**config.mk**
```make
export PLATFORM = sky130hd
export DESIGN_NAME = aurora_tx_link_gate
export DESIGN_NICKNAME = d
export VERILOG_FILES = /design/src/rtl/aurora_tx_link_gate.sv
export SDC_FILE = /design/constraint.sdc
export NUM_CORES = 1
export LEC_CHECK = 0
export ABC_AREA = 1
export CAP_MARGIN = 15
export CELL_PAD_IN_SITES_DETAIL_PLACEMENT = 1
export CELL_PAD_IN_SITES_GLOBAL_PLACEMENT = 1
export CORE_MARGIN = 2
export CORE_UTILIZATION = 35
export DETAILED_ROUTE_END_ITERATION = 7
export GPL_ROUTABILITY_DRIVEN = 0
export MAX_ROUTING_LAYER = met4
export PLACE_DENSITY_LB_ADDON = 0.3
export SYNTH_ARGS = -nofsm -noshare
export SYNTH_HDL_FRONTEND = slang
export SYNTH_SLANG_ARGS = --single-unit
```
**constraint.sdc**
```tcl
create_clock -name aurora_clk -period 2.9 [get_ports aurora_clk]
set_input_delay 0.29 -clock aurora_clk [delete_from_list [all_inputs] [get_ports aurora_clk]]
set_output_delay 0.29 -clock aurora_clk [all_outputs]
set_load 0.005 [all_outputs]
```
**src/rtl/aurora_tx_link_gate.sv**
```systemverilog
// Gates whole CHDR packets onto the Aurora TX user port: forwards only while the link is up, discards or truncates cleanly on link loss.
// Latency 1 cycle (2-entry skid buffer). Optional counters via AURORA_TX_LINK_GATE_STATS_EN.
module aurora_tx_link_gate #(
  parameter int AXIS_AURORA_W = 256,
  parameter int CNT_W         = 32
) (
  input  logic                     aurora_clk,
  input  logic                     aurora_rst,
  input  logic                     channel_up,
  input  logic                     tx_pause,
  input  logic [AXIS_AURORA_W-1:0] s_axis_tdata,
  input  logic                     s_axis_tvalid,
  input  logic                     s_axis_tlast,
  output logic                     s_axis_tready,
  output logic [AXIS_AURORA_W-1:0] m_axis_tdata,
  output logic                     m_axis_tvalid,
  output logic                     m_axis_tlast,
  input  logic                     m_axis_tready,
  input  logic                     clear_stats,
  output logic [CNT_W-1:0]         pkt_count,
  output logic [CNT_W-1:0]         drop_count,
  output logic [CNT_W-1:0]         trunc_count
);

  typedef enum logic [1:0] {
    IDLE = 2'd0,
    PASS = 2'd1,
    DROP = 2'd2
  } state_t;

  state_t                   r_state, w_state_nxt;
  logic                     r_drop_trunc, w_drop_trunc_nxt;
  logic [AXIS_AURORA_W-1:0] r_dat0, r_dat1;
  logic                     r_last0, r_last1;
  logic [1:0]               r_cnt;
  logic [1:0]               w_rem;
  logic                     w_full, w_out_fire, w_fwd, w_flush, w_tready;
  logic                     w_drop_inc, w_pkt_inc;

  assign w_full        = (r_cnt == 2'd2);
  assign m_axis_tvalid = (r_cnt != 2'd0);
  assign m_axis_tdata  = r_dat0;
  assign m_axis_tlast  = r_last0 & m_axis_tvalid;
  assign w_out_fire    = m_axis_tvalid & m_axis_tready;
  assign w_rem         = r_cnt - {1'b0, w_out_fire};
  // Flush if the link drops with an input packet in flight or beats still owed to the output.
  assign w_flush       = ~channel_up & ((r_state == PASS) | (w_rem != 2'd0));
  assign w_pkt_inc     = w_out_fire & r_last0;
  assign s_axis_tready = w_tready & ~aurora_rst;

  always_ff @(posedge aurora_clk) begin
    if (aurora_rst) begin
      r_state      <= IDLE;
      r_drop_trunc <= 1'b0;
    end else begin
      r_state      <= w_state_nxt;
      r_drop_trunc <= w_drop_trunc_nxt;
    end
  end

  always_comb begin
    w_state_nxt      = r_state;
    w_drop_trunc_nxt = r_drop_trunc;
    w_tready         = 1'b0;
    w_fwd            = 1'b0;
    w_drop_inc       = 1'b0;
    case (r_state)
      IDLE: begin
        if (!channel_up) begin
          w_tready = 1'b1;
          if (s_axis_tvalid) begin
            if (s_axis_tlast) begin
              w_drop_inc = 1'b1;
            end else begin
              w_state_nxt      = DROP;
              w_drop_trunc_nxt = 1'b0;
            end
          end
        end else if (!tx_pause) begin
          w_tready = ~w_full;
          if (s_axis_tvalid && !w_full) begin
            w_fwd = 1'b1;
            if (!s_axis_tlast) w_state_nxt = PASS;
          end
        end
      end
      PASS: begin
        if (!channel_up) begin
          // Remainder of a truncated packet is swallowed without counting it as a drop.
          w_tready = 1'b1;
          if (s_axis_tvalid && s_axis_tlast) begin
            w_state_nxt = IDLE;
          end else begin
            w_state_nxt      = DROP;
            w_drop_trunc_nxt = 1'b1;
          end
        end else begin
          w_tready = ~w_full;
          if (s_axis_tvalid && !w_full) begin
            w_fwd = 1'b1;
            if (s_axis_tlast) w_state_nxt = IDLE;
          end
        end
      end
      DROP: begin
        w_tready = 1'b1;
        if (s_axis_tvalid && s_axis_tlast) begin
          w_state_nxt = IDLE;
          w_drop_inc  = ~r_drop_trunc;
        end
      end
      default: w_state_nxt = IDLE;
    endcase
  end

  always_ff @(posedge aurora_clk) begin
    if (aurora_rst) begin
      r_dat0  <= '0;
      r_dat1  <= '0;
      r_last0 <= 1'b0;
      r_last1 <= 1'b0;
      r_cnt   <= 2'd0;
    end else if (w_flush) begin
      r_cnt <= 2'd0;
    end else begin
      if (w_out_fire) begin
        r_dat0  <= r_dat1;
        r_last0 <= r_last1;
      end
      if (w_fwd) begin
        if (w_rem == 2'd0) begin
          r_dat0  <= s_axis_tdata;
          r_last0 <= s_axis_tlast;
        end else begin
          r_dat1  <= s_axis_tdata;
          r_last1 <= s_axis_tlast;
        end
      end
      r_cnt <= w_rem + {1'b0, w_fwd};
    end
  end

`ifdef AURORA_TX_LINK_GATE_STATS_EN
  localparam logic [CNT_W-1:0] CNT_ONE = {{(CNT_W-1){1'b0}}, 1'b1};

  logic [CNT_W-1:0] r_pkt_cnt, r_drop_cnt, r_trunc_cnt;

  always_ff @(posedge aurora_clk) begin
    if (aurora_rst || clear_stats) begin
      r_pkt_cnt   <= '0;
      r_drop_cnt  <= '0;
      r_trunc_cnt <= '0;
    end else begin
      if (w_pkt_inc && (r_pkt_cnt != '1))    r_pkt_cnt   <= r_pkt_cnt + CNT_ONE;
      if (w_drop_inc && (r_drop_cnt != '1))  r_drop_cnt  <= r_drop_cnt + CNT_ONE;
      if (w_flush && (r_trunc_cnt != '1))    r_trunc_cnt <= r_trunc_cnt + CNT_ONE;
    end
  end

  assign pkt_count   = r_pkt_cnt;
  assign drop_count  = r_drop_cnt;
  assign trunc_count = r_trunc_cnt;
`else
  logic w_unused_stats;
  assign w_unused_stats = clear_stats ^ w_pkt_inc ^ w_drop_inc;
  assign pkt_count      = '0;
  assign drop_count     = '0;
  assign trunc_count    = '0;
`endif

endmodule

```
-- After elaboration in Yosys (flattened, before gate mapping)
Cells that the tools add are included.
- reductions and logical operators: 10
- muxes and demuxes: 27
- add/subtract/negate cells: 2
- eq/ne operators: 11
- bitwise logic cells: 10
- operators by type and width (operator ; count):
    256-bit two-way mux ; 3
    2-bit two-way mux ; 11
    3-bit inequality test (second input constant) ; 6
    1-bit two-way mux ; 10
    8-bit AND reduction ; 1
    2-bit one-hot mux with 3 select lines ; 1
    1-bit inverter ; 5
    1-bit AND ; 4
    2-bit equality test (second input constant) ; 2
    2-bit zero test ; 2
    2-bit nonzero test ; 2
    3-bit by 2-bit inequality test with 1-bit output (second input constant) ; 1
    1-bit one-hot mux with 3 select lines ; 1
    3-bit AND reduction ; 1
    2-bit by 1-bit adder with 2-bit output ; 1
    2-bit by 1-bit equality test with 1-bit output (second input constant) ; 1
    1-bit logical AND ; 2
    2-bit inequality test (second input constant) ; 1
    1-bit one-hot mux with 2 select lines ; 1
    2-bit OR reduction ; 1
    2-bit by 1-bit subtractor with 2-bit output ; 1
    1-bit zero test ; 1
    1-bit OR ; 1
- register bits after elaboration: 518
- input port bits: 264
- word-level logic and storage cells: 66
- output and inout bits: 355

-- Longest topological paths before layout
Gate-level depths: netlist of the first run.
- depth after elaboration: 8
- depth in mapped cells: 17
- depth with buffers taken out: 12

-- Worst setup path after synthesis of the first run
OpenSTA, ideal clock, no wires.
- path type: reg2reg
- start point: reg r_cnt[1]
- end point: reg r_dat0[131] (netlist: m_axis_tdata[131])
- clock period less this slack: 2530 ps
- path slack: 370 ps
- path buffers: 6
- arrival: 2411 ps
- cell stages (with the launch flop): 18
- cell sequence: dfxtp_1 buf_4 o21ai_2 inv_2 buf_2 clkbuf_1 ha_1 inv_2 nor2_8 inv_2 nor2_4 nor2_4 nor2_2 buf_4 buf_4 buf_2 o211ai_1 nand2_1
- word-level cells in the longest chain between the ends: 8
- elaborated cells on any way between the ends: 18
- those cells by class: add/sub (1); eq/ne (1); mux (8); bitwise (3); reduce/logical (5)
- RTL lines (what ; line ; source):
    start: declaration ; 35 ; logic [1:0] r_cnt;
    start signal: assignment ; 139 ; r_cnt <= w_rem + {1'b0, w_fwd};
    2-bit equality test ; 40 ; assign w_full = (r_cnt == 2'd2);
    1-bit zero test ; 81, 99 ;
    1-bit logical AND ; 81, 99 ;
    1-bit two-way mux ; 81, 99 ;
    1-bit two-way mux ; 79 ; end else if (!tx_pause) begin
    1-bit two-way mux ; 69 ; if (!channel_up) begin
    1-bit one-hot mux with 2 select lines ; 67 ; case (r_state)
    256-bit two-way mux ; 130 ; if (w_fwd) begin
    end signal: assignment ; 127 ; r_dat0 <= r_dat1;
    end signal: assignment ; 132 ; r_dat0 <= s_axis_tdata;
    end: declaration ; 33 ; logic [AXIS_AURORA_W-1:0] r_dat0, r_dat1;
Several ways; a longest one is shown, not always the timed one.
A chain may end at the register's enable or synchronous reset.

-- Final worst setup path of the first run
- start point: reg r_cnt[1]
- end point: reg r_dat0[254] (netlist: m_axis_tdata[254])
The elaborated chain is that of the path after synthesis.

==> impl_metrics.env, run 1 <==
export IMPL_critPathTopFamily="buffers and inverters"
export IMPL_cts_buffer_depth=3
export IMPL_path_depth=14
export IMPL_postSynthAreaPerCell_sq_um=6.94
export IMPL_slew_viol_final=0
export IMPL_slowest_delay_ns=0.33
export IMPL_core_sq_um=67400
export IMPL_synth_fa_ha_area_share_pct=0.105
export IMPL_cts_buffers_inserted=59
export IMPL_synth_top_family_by_area="simple AND/OR/NAND/NOR gates"
export IMPL_power_frac_comb_pct=37.4
export IMPL_synth_area_mux_share_pct=0
export IMPL_clkSlewWorstSetupHoldPaths_ns=0.06
export IMPL_track_usage_pct=25.4
export IMPL_ctsHoldBuffers=0
export IMPL_drcViolationCount=0
export IMPL_yosys_warnings=0
export IMPL_switching_share_pct=37.7
export IMPL_rsz0062_at_grt="false"
export IMPL_tightest_slew_ns=1.09
export IMPL_tns_ns=0
export IMPL_ant_nets=0
export IMPL_path_cells="o21ai_4 -> inv_6 -> ha_1 -> inv_2 -> nor2_8 -> inv_8 -> nor2_4 -> nor2_4 -> inv_2 -> nor2_4 -> buf_4 -> buf_12 -> nand2_1 -> nand2_1"
export IMPL_ioPinCount=619
export IMPL_r2r_setup_slack_ns=0.52
export IMPL_vias_per_cell=5.21
export IMPL_r2r_cells=14
export IMPL_cp_num_buf_inv=6
export IMPL_final_common_cell="nand2_1"
export IMPL_drive_above_1_share_pct=4.99
export IMPL_rows=95
export IMPL_internal_power_mw=17.8
export IMPL_p_switching_mw=10.7
export IMPL_layout_common_cells="nand2_1, nand3_1, clkdlybuf4s50_1"
export IMPL_slowest_stage="dfxtp_1"
export IMPL_period_share_pct=82.1
export IMPL_insertion_delay_ns=0.63
export IMPL_overflow=0
export IMPL_fp_dieH_um=265
export IMPL_r2r_end="m_axis_tdata[254]"
export IMPL_arrival_ns=2.94
export IMPL_max_cap_viol_count=0
export IMPL_grt_pass1_wl_mm=140
export IMPL_cts_setup_buffers=0
export IMPL_synth_seq_area_share_pct=43.4
export IMPL_worstSetupStartpoint="r_cnt[1]"
export IMPL_htree_num_levels=2
export IMPL_finClkSkew_ns=0.0273
export IMPL_hpwl_mm=56.5
export IMPL_r2r_start="r_cnt[1]"
export IMPL_routedWlPerCell_um=19.0
export IMPL_grt_antenna_before_repair=12
export IMPL_ys_ff_latch=518
export IMPL_cts_tree="yes"
export IMPL_maxSlewHeadroom_pct=27.5
export IMPL_cp_required_ns=3.46
export IMPL_port_buffers=521
export IMPL_routed_wirelength_mm=90.1
export IMPL_drt_pass1_iterations=5
export IMPL_dpl_instance_area_sq_um=29700
export IMPL_via_count=24700
export IMPL_power_density_nw_per_um2=895
export IMPL_cp_common_cell="nor2_4"
export IMPL_p_leak_nw=12.9
export IMPL_clockPowerShare_pct=28.7
export IMPL_cts_resized=0
export IMPL_fin_crit_ns=2.38
export IMPL_area_growth_pct=33.3
export IMPL_final_hold_violation_count=0
export IMPL_postLayoutCellArea_sq_um=31900
export IMPL_drt_initial_drc_count=1499
export IMPL_cp_end_kind="flip-flop"
export IMPL_hp_class="in -> reg"
export IMPL_cp_max_fo=49
export IMPL_hold_worst_slack_ns=0.0433
export IMPL_synthXorXnorAreaFrac_pct=0.0366
export IMPL_die_width_um=265
export IMPL_crit_type="reg -> reg"
export IMPL_crit_path_end="m_axis_tdata[254]"
export IMPL_setup_viol=0
export IMPL_cts_root_buffer="clkbuf_16"
export IMPL_syn_inst=3443
export IMPL_yosysUniqueCellTypes=25
export IMPL_synth_compound_area_share_pct=13.3
export IMPL_status="completed"
export IMPL_fmax_ghz=0.420
export IMPL_layout_nets=4063
export IMPL_synthSimpleGateAreaFrac_pct=33.4
export IMPL_grt_max_degree=168
export IMPL_syn_area_sq_um=23900
export IMPL_die_area_sq_um=70400
export IMPL_p_seq_share_pct=34.0
export IMPL_cts_sinks=518
export IMPL_peakVddDrop_uv=1170
export IMPL_grt_pass1_vias=24400
export IMPL_start_util_pct=35.5
export IMPL_startpoint_type="flip-flop"
==> stage by stage <==
step	std cells	setup slack, ns	utilization, %	total power, mW
after global routing	4733	0.347	47.3	30.2
final	4734	0.518	47.3	28.5
after detailed placement	4609	0.101	44.1	20.6
after CTS	4721	0.488	47.2	28.8
after global placement	4609	0.174	44.1	20.4
after floorplan	3538	0.370	-	15.1
==> kinds of logic after synthesis <==
family	count (synthesis)
DFF	518
AOI/OAI and AO/OA	524
other	1
xor gates and xnor gates	1
adders and majority gates	2
buffers and inverters	487
and+or+nand+nor	1910
==> worst register-to-register path, delay by kind of cell (launching register included) <==
kind / cells / cell delay, ns
flops: 1 / 0.33
simple gates: 6 / 0.63
buf+inv: 6 / 0.83
compound gates: 1 / 0.25
fa+ha+maj: 1 / 0.29
==> cell usage after synthesis <==
master | instances | area share, %
a21oi_1 | 302 | 6.3
buf_1 | 17 | 0.27
buf_2 | 91 | 1.9
buf_4 | 108 | 3.4
clkbuf_1 | 177 | 2.8
conb_1 | 1 | 0.016
dfxtp_1 | 518 | 43
ha_1 | 2 | 0.10
inv_1 | 88 | 1.4
inv_2 | 6 | 0.094
nand2_1 | 1297 | 20
nand2_2 | 1 | 0.026
nand3_1 | 596 | 12
nand4_1 | 2 | 0.052
nor2_1 | 6 | 0.094
nor2_2 | 3 | 0.079
nor2_4 | 3 | 0.14
nor2_8 | 1 | 0.084
o211ai_1 | 217 | 6.8
o21a_1 | 1 | 0.031
o21ai_0 | 2 | 0.042
o21ai_2 | 1 | 0.037
o221ai_1 | 1 | 0.037
or2_2 | 1 | 0.026
xnor2_1 | 1 | 0.037
==> power by group through the flow <==
stage,Combinational [mW],Clock [mW],Sequential [mW]
2_1_floorplan,5.50,0,9.59
3_3_place_gp,10.6,0,9.79
3_5_place_dp,10.7,0,9.82
4_1_cts,10.8,8.34,9.69
5_1_grt,11.7,8.63,9.86
6_report,10.7,8.18,9.69
==> worst min path at each step <==
stage | start | slack [ns] | end | cells after the start
final | aurora_rst | 0.04 | r_dat1[235] | 2
after global routing | aurora_rst | 0.03 | r_dat1[235] | 2
after CTS | aurora_rst | 0.01 | r_dat1[235] | 2
after detailed placement | r_dat1[82] | 0.45 | r_dat1[82] | 2
after global placement | r_dat1[144] | 0.45 | r_dat1[144] | 2
after floorplan | r_dat1[0] | 0.44 | r_dat1[0] | 2
==> cell type report <==
cell class,count,area (sq um)
fillers,8409,35500
multi-input cells,2533,11600
flip-flops and latches,518,10400
repair buffers,591,6320
clock buffers,73,1590
well taps,873,1090
clock inverters,39,510
inverters,94,365
diodes,13,32.5
==> layer usage <==
metal  vias up  track usage [%]  part of all wire (%)
met5         -                -                     0
met4         0             9.18                   3.3
met3       150             4.88                   5.7
met2       558             41.4                    48
met1     12000             31.4                    43
li1      11900                -                     -
==> state kept, by name (all words and copies together) (netlist names) <==
signal and cells:
r_state 2, r_last1 1, r_cnt 2, r_last0 1, m_axis_tdata 256, r_dat1 256
(Power assumes the default switching activity.)
==> inputs of run 2 (changes only) <==
--- a/config.mk
+++ b/config.mk
@@ -10,7 +10,7 @@
 export CELL_PAD_IN_SITES_DETAIL_PLACEMENT = 1
 export CELL_PAD_IN_SITES_GLOBAL_PLACEMENT = 1
 export CORE_MARGIN = 2
-export CORE_UTILIZATION = 35
+export CORE_UTILIZATION = 31
 export DETAILED_ROUTE_END_ITERATION = 7
 export GPL_ROUTABILITY_DRIVEN = 0
 export MAX_ROUTING_LAYER = met4
==> constraint.sdc (replaced) <==
create_clock -name aurora_clk -period 1.9 [get_ports aurora_clk]
set_input_delay 0.19 -clock aurora_clk [delete_from_list [all_inputs] [get_ports aurora_clk]]
set_output_delay 0.19 -clock aurora_clk [all_outputs]
set_load 0.005 [all_outputs]
==> run 2 against run 1 <==
The flow now finishes with violations (setup timing). First-iteration DRC count decreased by 13%. Fmax increased by 11%. Worst setup slack got worse by 0.76 ns. Routed wire length increased by 7.9%. Highest routed layer unchanged. Via count increased by 2.1%. Flip-flop and latch count unchanged. Design area increased by 6.5%. Utilization decreased by 2.7 points. Critical endpoint is now m_axis_tdata[69].
==> impl_metrics.env, run 2 (synthesis results as in run 1) <==
export IMPL_insertion_delay_ns=0.62
export IMPL_clkSlewWorstSetupHoldPaths_ns=0.06
export IMPL_area_growth_pct=42.0
export IMPL_fmax_ghz=0.467
export IMPL_peakVddDrop_uv=787
export IMPL_power_density_nw_per_um2=1360
export IMPL_die_width_um=282
export IMPL_crit_path_end="m_axis_tdata[69]"
export IMPL_period_share_pct=113
export IMPL_vias_per_cell=5.03
export IMPL_cp_end_kind="flip-flop"
export IMPL_routed_wirelength_mm=97.2
export IMPL_r2r_end="m_axis_tdata[69]"
export IMPL_p_seq_share_pct=32.0
export IMPL_cp_num_buf_inv=7
export IMPL_grt_pass1_vias=24900
export IMPL_violations="setup timing"
export IMPL_cp_required_ns=2.45
export IMPL_routedWlPerCell_um=19.4
export IMPL_final_common_cell="nand2_1"
export IMPL_final_setup_worst_slack_ns=-0.242
export IMPL_grt_antenna_before_repair=12
export IMPL_hp_class="in -> reg"
export IMPL_setup_viol=520
export IMPL_status="finished with violations"
export IMPL_ant_nets=0
export IMPL_p_leak_nw=13.8
export IMPL_rows=101
export IMPL_die_area_sq_um=79300
export IMPL_fp_dieH_um=282
export IMPL_critPathTopFamily="buffers and inverters"
export IMPL_met3_usage_pct=5.03
export IMPL_fin_crit_ns=2.14
export IMPL_cp_max_fo=24
export IMPL_p_switching_mw=17.4
export IMPL_tightest_slew_ns=0.743
export IMPL_internal_power_mw=28.9
export IMPL_cts_buffer_depth=3
export IMPL_htree_num_levels=2
export IMPL_power_frac_comb_pct=43.3
export IMPL_finClkSkew_ns=0.0188
export IMPL_layout_common_cells="nand2_1, nand3_1, clkdlybuf4s50_1"
export IMPL_via_count=25200
export IMPL_hpwl_mm=61.1
export IMPL_arrival_ns=2.69
export IMPL_max_cap_viol_count=0
export IMPL_cts_root_buffer="clkbuf_16"
export IMPL_start_util_pct=31.4
export IMPL_grt_max_degree=115
export IMPL_drive_above_1_share_pct=8.48
export IMPL_use_met1_pct=27.9
export IMPL_cts_sinks=518
export IMPL_worstSetupStartpoint="r_cnt[0]"
export IMPL_r2r_start="r_cnt[0]"
export IMPL_grt_met2_usage_pct=39.0
export IMPL_tns_ns=-83.64
export IMPL_core_sq_um=76100
export IMPL_layout_nets=4187
export IMPL_ioPinCount=619
export IMPL_drt_initial_drc_count=1297
export IMPL_drcViolationCount=0
export IMPL_cp_common_cell="nor2_4"
export IMPL_slew_viol_final=0
export IMPL_rsz0062_at_grt="true"
export IMPL_path_cells="buf_6 -> o21ai_4 -> inv_6 -> ha_4 -> inv_4 -> nor2_8 -> inv_8 -> nor2_4 -> nor2_4 -> inv_2 -> nor2_4 -> buf_12 -> buf_16 -> nand2_1 -> nand2_1"
export IMPL_clockPowerShare_pct=24.7
export IMPL_switching_share_pct=37.6
export IMPL_maxSlewHeadroom_pct=50.5
export IMPL_startpoint_type="flip-flop"
export IMPL_final_util_pct=44.6
export IMPL_r2r_setup_slack_ns=-0.24
export IMPL_overflow=0
export IMPL_final_hold_violation_count=0
export IMPL_slowest_delay_ns=0.32
export IMPL_cts_buffers_inserted=59
export IMPL_cts_tree="yes"
export IMPL_slowest_stage="dfxtp_2"
export IMPL_drt_pass1_iterations=5
export IMPL_grt_pass1_wl_mm=143
export IMPL_busiest_layer="met2"
export IMPL_crit_type="reg -> reg"
export IMPL_r2r_cells=15
export IMPL_path_depth=15
export IMPL_track_usage_pct=23.3
export IMPL_port_buffers=521
## run 2: how the worst min path moves through the flow
stage,from,end,cells after the start
final,s_axis_tdata[35],r_dat1[35],3
after global routing,s_axis_tdata[35],r_dat1[35],3
after CTS,s_axis_tdata[35],r_dat1[35],3
after detailed placement,r_dat1[133],r_dat1[133],2
after global placement,r_dat1[106],r_dat1[106],2
after floorplan,s_axis_tdata[41],m_axis_tdata[41],2
## run 2: stage by stage
| stage | worst slack (ns) | hold slack (ns) | std cells | total power, mW | area (sq um) |
|---|---|---|---|---|---|
| finish | -0.242 | 0.186 | 5005 | 46.2 | 33900 |
| global route | -0.361 | 0.181 | 5004 | 48.9 | 33900 |
| CTS | -0.225 | 0.143 | 4964 | 45.5 | 33100 |
| detailed placement | -0.499 | 0.451 | 4840 | 32.6 | 30700 |
| global placement | -0.449 | 0.448 | 4840 | 32.4 | 30700 |
| floorplan | -0.340 | 0.344 | 3538 | 23.4 | 24500 |
## run 2: per-layer routing
metal  share of wire, %  up-vias
li1                   -    12200
met1                 43    12300
met2                 49      568
met3                5.9      135
met4                2.4        0
met5                  0        -
## run 2: power groups by stage
stage | clock network [mW] | logic [mW] | registers [mW]
after floorplan | 0 | 8.73 | 14.6
after global placement | 0 | 17.4 | 15.0
after detailed placement | 0 | 17.7 | 15.0
after CTS | 11.7 | 19.1 | 14.8
after global routing | 12.1 | 21.7 | 15.1
final | 11.4 | 20.0 | 14.8
## run 2: layout make-up
type | count | area, sq um
antenna | 13 | 32.5
clock inverter | 10 | 125
tap | 1030 | 1290
clock buffer | 92 | 1760
fill | 9335 | 42100
timing repair buffer | 715 | 8240
sequential | 518 | 10400
multi-input combinational | 2533 | 11700
inverter | 94 | 370
## run 2: what timing repair did
item,in CTS,in global routing
setup endpoints to repair,507,520
setup buffers,16,7
endpoints found under the hold margin,22,0
pin swaps,14,50
cloned,5,21
hold buffers,1,0
resized for setup,55,54
## run 2: worst reg2reg max path: cells and delay by family (launching register included)
family          cells  cell delay (ns)
flops               1             0.32
buf+inv             7             0.81
compound gates      1             0.19
simple gates        6             0.55
fa+ha+maj           1             0.22
==> inputs of run 3 (changes only) <==
--- a/config.mk
+++ b/config.mk
@@ -11,10 +11,12 @@
 export CELL_PAD_IN_SITES_GLOBAL_PLACEMENT = 1
 export CORE_MARGIN = 2
 export CORE_UTILIZATION = 31
+export CTS_CLUSTER_SIZE = 40
 export DETAILED_ROUTE_END_ITERATION = 7
 export GPL_ROUTABILITY_DRIVEN = 0
 export MAX_ROUTING_LAYER = met4
 export PLACE_DENSITY_LB_ADDON = 0.3
+export REMOVE_ABC_BUFFERS = 1
 export SYNTH_ARGS = -nofsm -noshare
 export SYNTH_HDL_FRONTEND = slang
 export SYNTH_SLANG_ARGS = --single-unit
==> run 3 against run 2 <==
The run still ends with setup timing left. Hold slack worse by 0.0046 ns. Worst setup slack worse by 0.025 ns. Sequential share of layout area decreased by 1.1 points. Count of clock-buffer cells in the layout down 6. Sequential power about the same. Clock power hardly changed. Via count up 2.3%. Register-to-register slack got worse by 0.03 ns. Largest power group unchanged.
==> impl_metrics.env, run 3 (synthesis results as in run 1) <==
export IMPL_max_cap_viol_count=0
export IMPL_fp_dieH_um=282
export IMPL_status="finished with violations"
export IMPL_start_util_pct=31.4
export IMPL_slowest_stage="dfxtp_4"
export IMPL_power_density_nw_per_um2=1340
export IMPL_fin_crit_ns=2.17
export IMPL_clkSlewWorstSetupHoldPaths_ns=0.06
export IMPL_via_count=25800
export IMPL_dpl_instance_area_sq_um=30800
export IMPL_critPathTopFamily="buffers and inverters"
export IMPL_maxSlewHeadroom_pct=35.4
export IMPL_cp_common_cell="nor2_4"
export IMPL_routedWlPerCell_um=20.6
export IMPL_crit_type="reg -> reg"
export IMPL_path_depth=15
export IMPL_insertion_delay_ns=0.62
export IMPL_r2r_setup_slack_ns=-0.27
export IMPL_final_util_pct=46.3
export IMPL_startpoint_type="flip-flop"
export IMPL_final_common_cell="nand2_1"
export IMPL_cp_max_fo=7
export IMPL_grt_pass1_wl_mm=151
export IMPL_pre_cts_ws_ns=-0.489
export IMPL_violations="setup timing"
export IMPL_rsz0062_at_grt="true"
export IMPL_fillerInstances=9270
export IMPL_path_cells="o21ai_4 -> inv_6 -> ha_4 -> inv_4 -> nor2_8 -> inv_8 -> nor2_4 -> nor2_4 -> nor2_4 -> buf_6 -> buf_12 -> buf_12 -> clkbuf_16 -> o211ai_1 -> nand2_1"
export IMPL_die_area_sq_um=79300
export IMPL_layout_nets=4230
export IMPL_arrival_ns=2.73
export IMPL_drive_above_1_share_pct=11.9
export IMPL_drt_pass1_iterations=5
export IMPL_cp_num_buf_inv=7
export IMPL_port_buffers=521
export IMPL_ant_nets=0
export IMPL_r2r_start="r_cnt[1]"
export IMPL_fmax_ghz=0.461
export IMPL_track_usage_pct=24.7
export IMPL_final_hold_violation_count=0
export IMPL_die_width_um=282
export IMPL_stdcell_count=5050
export IMPL_layout_common_cells="nand2_1, nand3_1, clkdlybuf4s50_1"
export IMPL_drcViolationCount=0
export IMPL_hold_depth=3
export IMPL_p_leak_nw=14.3
export IMPL_overflow=0
export IMPL_cts_sinks=518
export IMPL_htree_num_levels=2
export IMPL_grt_max_degree=143
export IMPL_ioPinCount=619
export IMPL_hpwl_mm=61.5
export IMPL_r2r_end="m_axis_tdata[162]"
export IMPL_period_share_pct=114
export IMPL_postLayoutCellArea_sq_um=35200
export IMPL_finClkSkew_ns=0.0193
export IMPL_finalPower_mw=47.1
export IMPL_peakVddDrop_uv=700
export IMPL_area_growth_pct=47.5
export IMPL_hp_class="in -> reg"
export IMPL_hold_worst_slack_ns=0.182
export IMPL_vias_per_cell=5.11
export IMPL_dp_cells=4845
export IMPL_tns_ns=-77.05
export IMPL_slew_viol_final=0
export IMPL_cts_buffer_depth=3
export IMPL_worstHoldEndpoint="r_dat1[24]"
export IMPL_cts_buffers_inserted=60
export IMPL_cts_root_buffer="clkbuf_16"
export IMPL_core_sq_um=76100
export IMPL_cp_end_kind="flip-flop"
export IMPL_slowest_delay_ns=0.35
export IMPL_setup_viol=517
export IMPL_tightest_slew_ns=0.969
export IMPL_drt_initial_drc_count=1462
export IMPL_cp_required_ns=2.46
export IMPL_rows=101
export IMPL_grt_pass1_vias=25600
export IMPL_routed_wirelength_mm=104
export IMPL_grt_antenna_before_repair=6
export IMPL_final_setup_worst_slack_ns=-0.267
export IMPL_cts_tree="yes"
export IMPL_min_delay_start="s_axis_tdata[24]"
export IMPL_worstSetupStartpoint="r_cnt[1]"
export IMPL_r2r_cells=15
run 3: changes by cell type in the layout (fill, tap and decap cells not counted), sizes merged, moves of 2 or more:
cell / previous run / this run
buf: 172 / 216
bufbuf: 2 / 0
bufinv: 3 / 1
clkbuf: 113 / 106
clkinv: 7 / 21
clkinvlp: 0 / 2
diode: 13 / 7
dlygate4sd2: 0 / 2
run 3: layout make-up:
type	count	area, sq um	area share, %
multi-input combinational	2534	12200	34.6
sequential	518	10400	29.4
timing repair buffer	756	9100	25.8
clock buffer	86	1740	4.93
tap	1030	1290	3.66
inverter	94	370	1.05
clock inverter	25	170	0.483
antenna	7	17.5	0.0497
run 3: power by group:
| part | leakage (nW) | switching, mW | internal, mW |
|---|---|---|---|
| Combinational | 9.16 | 11.4 | 9.43 |
| Clock | 0.958 | 4.96 | 6.47 |
| Sequential | 4.20 | 1.82 | 13.0 |
| Total | 14.3 | 18.2 | 28.9 |
run 3: metal layers:
| layer | routed length, um | global-route usage [%] | part of all wire [%] |
|---|---|---|---|
| met4 | 2280 | 6.16 | 2.2 |
| met1 | 46600 | 31.7 | 45 |
| met3 | 4890 | 3.18 | 4.7 |
| met2 | 50300 | 40.9 | 48 |
| met5 | 0 | - | 0 |
run 3: worst max-delay path by stage:
stage / end / slack, ns
floorplan: r_dat1[0] / -15.41
global placement: m_axis_tdata[163] / -0.44
detailed placement: m_axis_tdata[109] / -0.49
CTS: m_axis_tdata[52] / -0.18
global route: r_dat1[168] / -0.33
finish: m_axis_tdata[162] / -0.27
run 3: worst register-to-register path, stage by stage (launching register included):
cell	delay [ns]
dfxtp_4	0.35
o21ai_4	0.20
inv_6	0.05
ha_4	0.27
inv_4	0.05
nor2_8	0.16
inv_8	0.05
nor2_4	0.10
nor2_4	0.05
nor2_4	0.12
buf_6	0.12
buf_12	0.15
buf_12	0.15
clkbuf_16	0.14
o211ai_1	0.09
nand2_1	0.07
run 3: what timing repair did:
action,in CTS,in global routing
hold endpoints to repair,10,0
cloned,25,26
buffers inserted,40,7
pin swaps,28,47
endpoints found under the setup margin,517,516
gates resized for setup,161,119
hold buffers,1,0
==> RTL edit, RTL diff (settings of run 1) <==
The option `AURORA_TX_LINK_GATE_STATS_EN` is turned on by a define.
--- a/src/rtl/aurora_tx_link_gate.sv
+++ b/src/rtl/aurora_tx_link_gate.sv
@@ -1,5 +1,7 @@
 // Gates whole CHDR packets onto the Aurora TX user port: forwards only while the link is up, discards or truncates cleanly on link loss.
 // Latency 1 cycle (2-entry skid buffer). Optional counters via AURORA_TX_LINK_GATE_STATS_EN.
+`define AURORA_TX_LINK_GATE_STATS_EN
+
 module aurora_tx_link_gate #(
   parameter int AXIS_AURORA_W = 256,
   parameter int CNT_W         = 32
Check against the original RTL: not settled (the Yosys comparison gave no result); the edit may change what the design does.
==> RTL edit against run 1 <==
Cell count up 29%; clock power up 14%; combinational power up 10%; total power up 15%; setup slack worse by 0.18 ns; sequential power up 20%; clock skew down 0.0054 ns; routed wire length up 24%; design area up 23%; area after synthesis up 23%; first-iteration DRC count down 2.3%; via count up 24%; sequential cell count up 97.
==> RTL edit: results (changes against run 1) <==
\begin{tabular}{lr}
\hline
Metric & Value \\
\hline
\multicolumn{2}{l}{\textbf{Run status}} \\
Run status & complete, no violations \\
\multicolumn{2}{l}{\textbf{Synth}} \\
Most frequent cells after synthesis & sky130\_fd\_sc\_hd\_\_nand2\_1 (1,676), sky130\_fd\_sc\_hd\_\_dfxtp\_1 (615), sky130\_fd\_sc\_hd\_\_a21oi\_1 (533) \\
Largest cells by area after synthesis & sky130\_fd\_sc\_hd\_\_dfxtp\_1 (42\%), sky130\_fd\_sc\_hd\_\_nand2\_1 (21\%), sky130\_fd\_sc\_hd\_\_a21oi\_1 (9.0\%) \\
Share of Yosys cell area claimed by the top area cell type & 0.418 (-0.0162) \\
Sequential element share of the synthesized area & 0.418 (-0.0162) \\
Cell variety after synth & 32 (+28\%) \\
\multicolumn{2}{l}{\textbf{CTS}} \\
\# H-tree levels & 3 (+1) \\
Clock transition at the register clock pins on the worst setup and hold paths after CTS & 0.06 ns (about the same) \\
CTS resizes & 0 (unchanged) \\
Clk root buf & sky130\_fd\_sc\_hd\_\_clkbuf\_16 \\
Number of CTS-inserted buffers & 74 (+25\%) \\
Worst skew pair latency & between 0.6 and 0.7 ns \\
\multicolumn{2}{l}{\textbf{Route}} \\
Met2 wire length & 53.2 mm (+24\%) \\
Number of design-rule violations left by the first detailed-router iteration & 1,465 (-2.3\%) \\
Detail Route met3 WL & 6.12 mm (+19\%) \\
Wirelength per Cell & 18.3 um (-3.9\%) \\
Top routing layer in use & met4 \\
Sum of routed wire segments on met1 & 47.7 mm (+22\%) \\
Drt via density & 5.03 (-3.5\%) \\
\multicolumn{2}{l}{\textbf{Power}} \\
Pint & 0.0207 W (+16\%) \\
Clock Power & 0.00935 W (+14\%) \\
IR Drop Worst-Case VDD & 0.467 mV (-60\%) \\
Switching power total & 0.0120 W (+12\%) \\
Leakage & 17.0 nW (+31\%) \\
Sequential share of power & 0.354 (+0.014) \\
\multicolumn{2}{l}{\textbf{Placed design}} \\
Post-placement setup slack & 0.0614 ns (-0.0399 ns) \\
Post-DP HPWL & 76.1 mm (+35\%) \\
PortBufs & 618 (+19\%) \\
\multicolumn{2}{l}{\textbf{Global route}} \\
First-pass GRT wire length & 174 mm (+24\%) \\
Largest net degree at the start of global routing & 137 (-18\%) \\
Number of antenna violations at the first check in global routing & 16 (+4) \\
GRT Total Usage & 0.258 (+0.00340) \\
\multicolumn{2}{l}{\textbf{Cells and area}} \\
NumNets Final & 5,211 (+28\%) \\
Fillers & 10,500 (+25\%) \\
Share of layout cells above drive strength 1 & 0.0700 (+0.0201) \\
\multicolumn{2}{l}{\textbf{Setup path}} \\
Delay of the slowest critical-path stage & 0.38 ns (+0.05 ns) \\
Arrival time of the worst setup path & 3.11 ns (+0.17 ns) \\
\multicolumn{2}{l}{\textbf{Worst hold path}} \\
HP Class & in -> reg \\
\multicolumn{2}{l}{\textbf{STA}} \\
Maximum clock skew at final layout & 0.0219 ns (-0.00539 ns) \\
Worst relative slew slack & 0.473 (+0.198) \\
\hline
\end{tabular}
RTL edit: cell families after synthesis:
group,share of synthesized area
adder cells (fa/ha/maj),0.00170
XOR/XNOR,0.0137
flip-flops,0.418
AND/OR/NAND/NOR,0.316
AO/OA/AOI/OAI,0.156
buffers and inverters,0.0950
RTL edit: path summary, 6_finish.rpt:
kind	from	to	slack, ns	depth (start not counted)
worst max register to register	r_cnt[1]$_SDFF_PP0_	m_axis_tdata[211]$_SDFFE_PP0N_	0.34	14
worst max-delay path	r_cnt[1]$_SDFF_PP0_	m_axis_tdata[211]$_SDFFE_PP0N_	0.34	14
worst min-delay path	s_axis_tdata[27]	r_dat1[27]$_SDFFE_PP0P_	0.24	3
worst min register to register	r_last0$_SDFFE_PP0N_	r_last0$_SDFFE_PP0N_	0.45	2
RTL edit: stage by stage:
stage | instances | area [sq um] | utilization
after floorplan | 4451 | 29500 | -
after global placement | 5947 | 36800 | 0.441
after detailed placement | 5947 | 36800 | 0.441
after CTS | 6078 | 39200 | 0.470
after global routing | 6094 | 39300 | 0.470
final | 6095 | 39300 | 0.470
RTL edit: worst max-delay path: cells and delay by family (launching register included):
family	cells	cell delay [ns]
AND/OR/NAND/NOR	6	0.81
buffers and inverters	5	0.63
flip-flops	1	0.38
adder cells (fa/ha/maj)	1	0.32
AO/OA/AOI/OAI	2	0.30
RTL edit: final cells by class:
type,instances,area (sq um),share of cell area
clock inverter,27,327,0.00831
clock buffer,104,2080,0.0531
inverter,362,1390,0.0353
sequential,615,12300,0.313
timing repair buffer,695,7400,0.188
tap,1080,1350,0.0344
multi-input combinational,3195,14400,0.366
antenna,17,42.5,0.00108
RTL edit: layer usage:
metal  vias to the layer above  GRT usage
met2                       625      0.424
met1                     14700      0.307
met3                       186     0.0535
li1                      15100          -
met4                         0      0.104
met5                         -          -
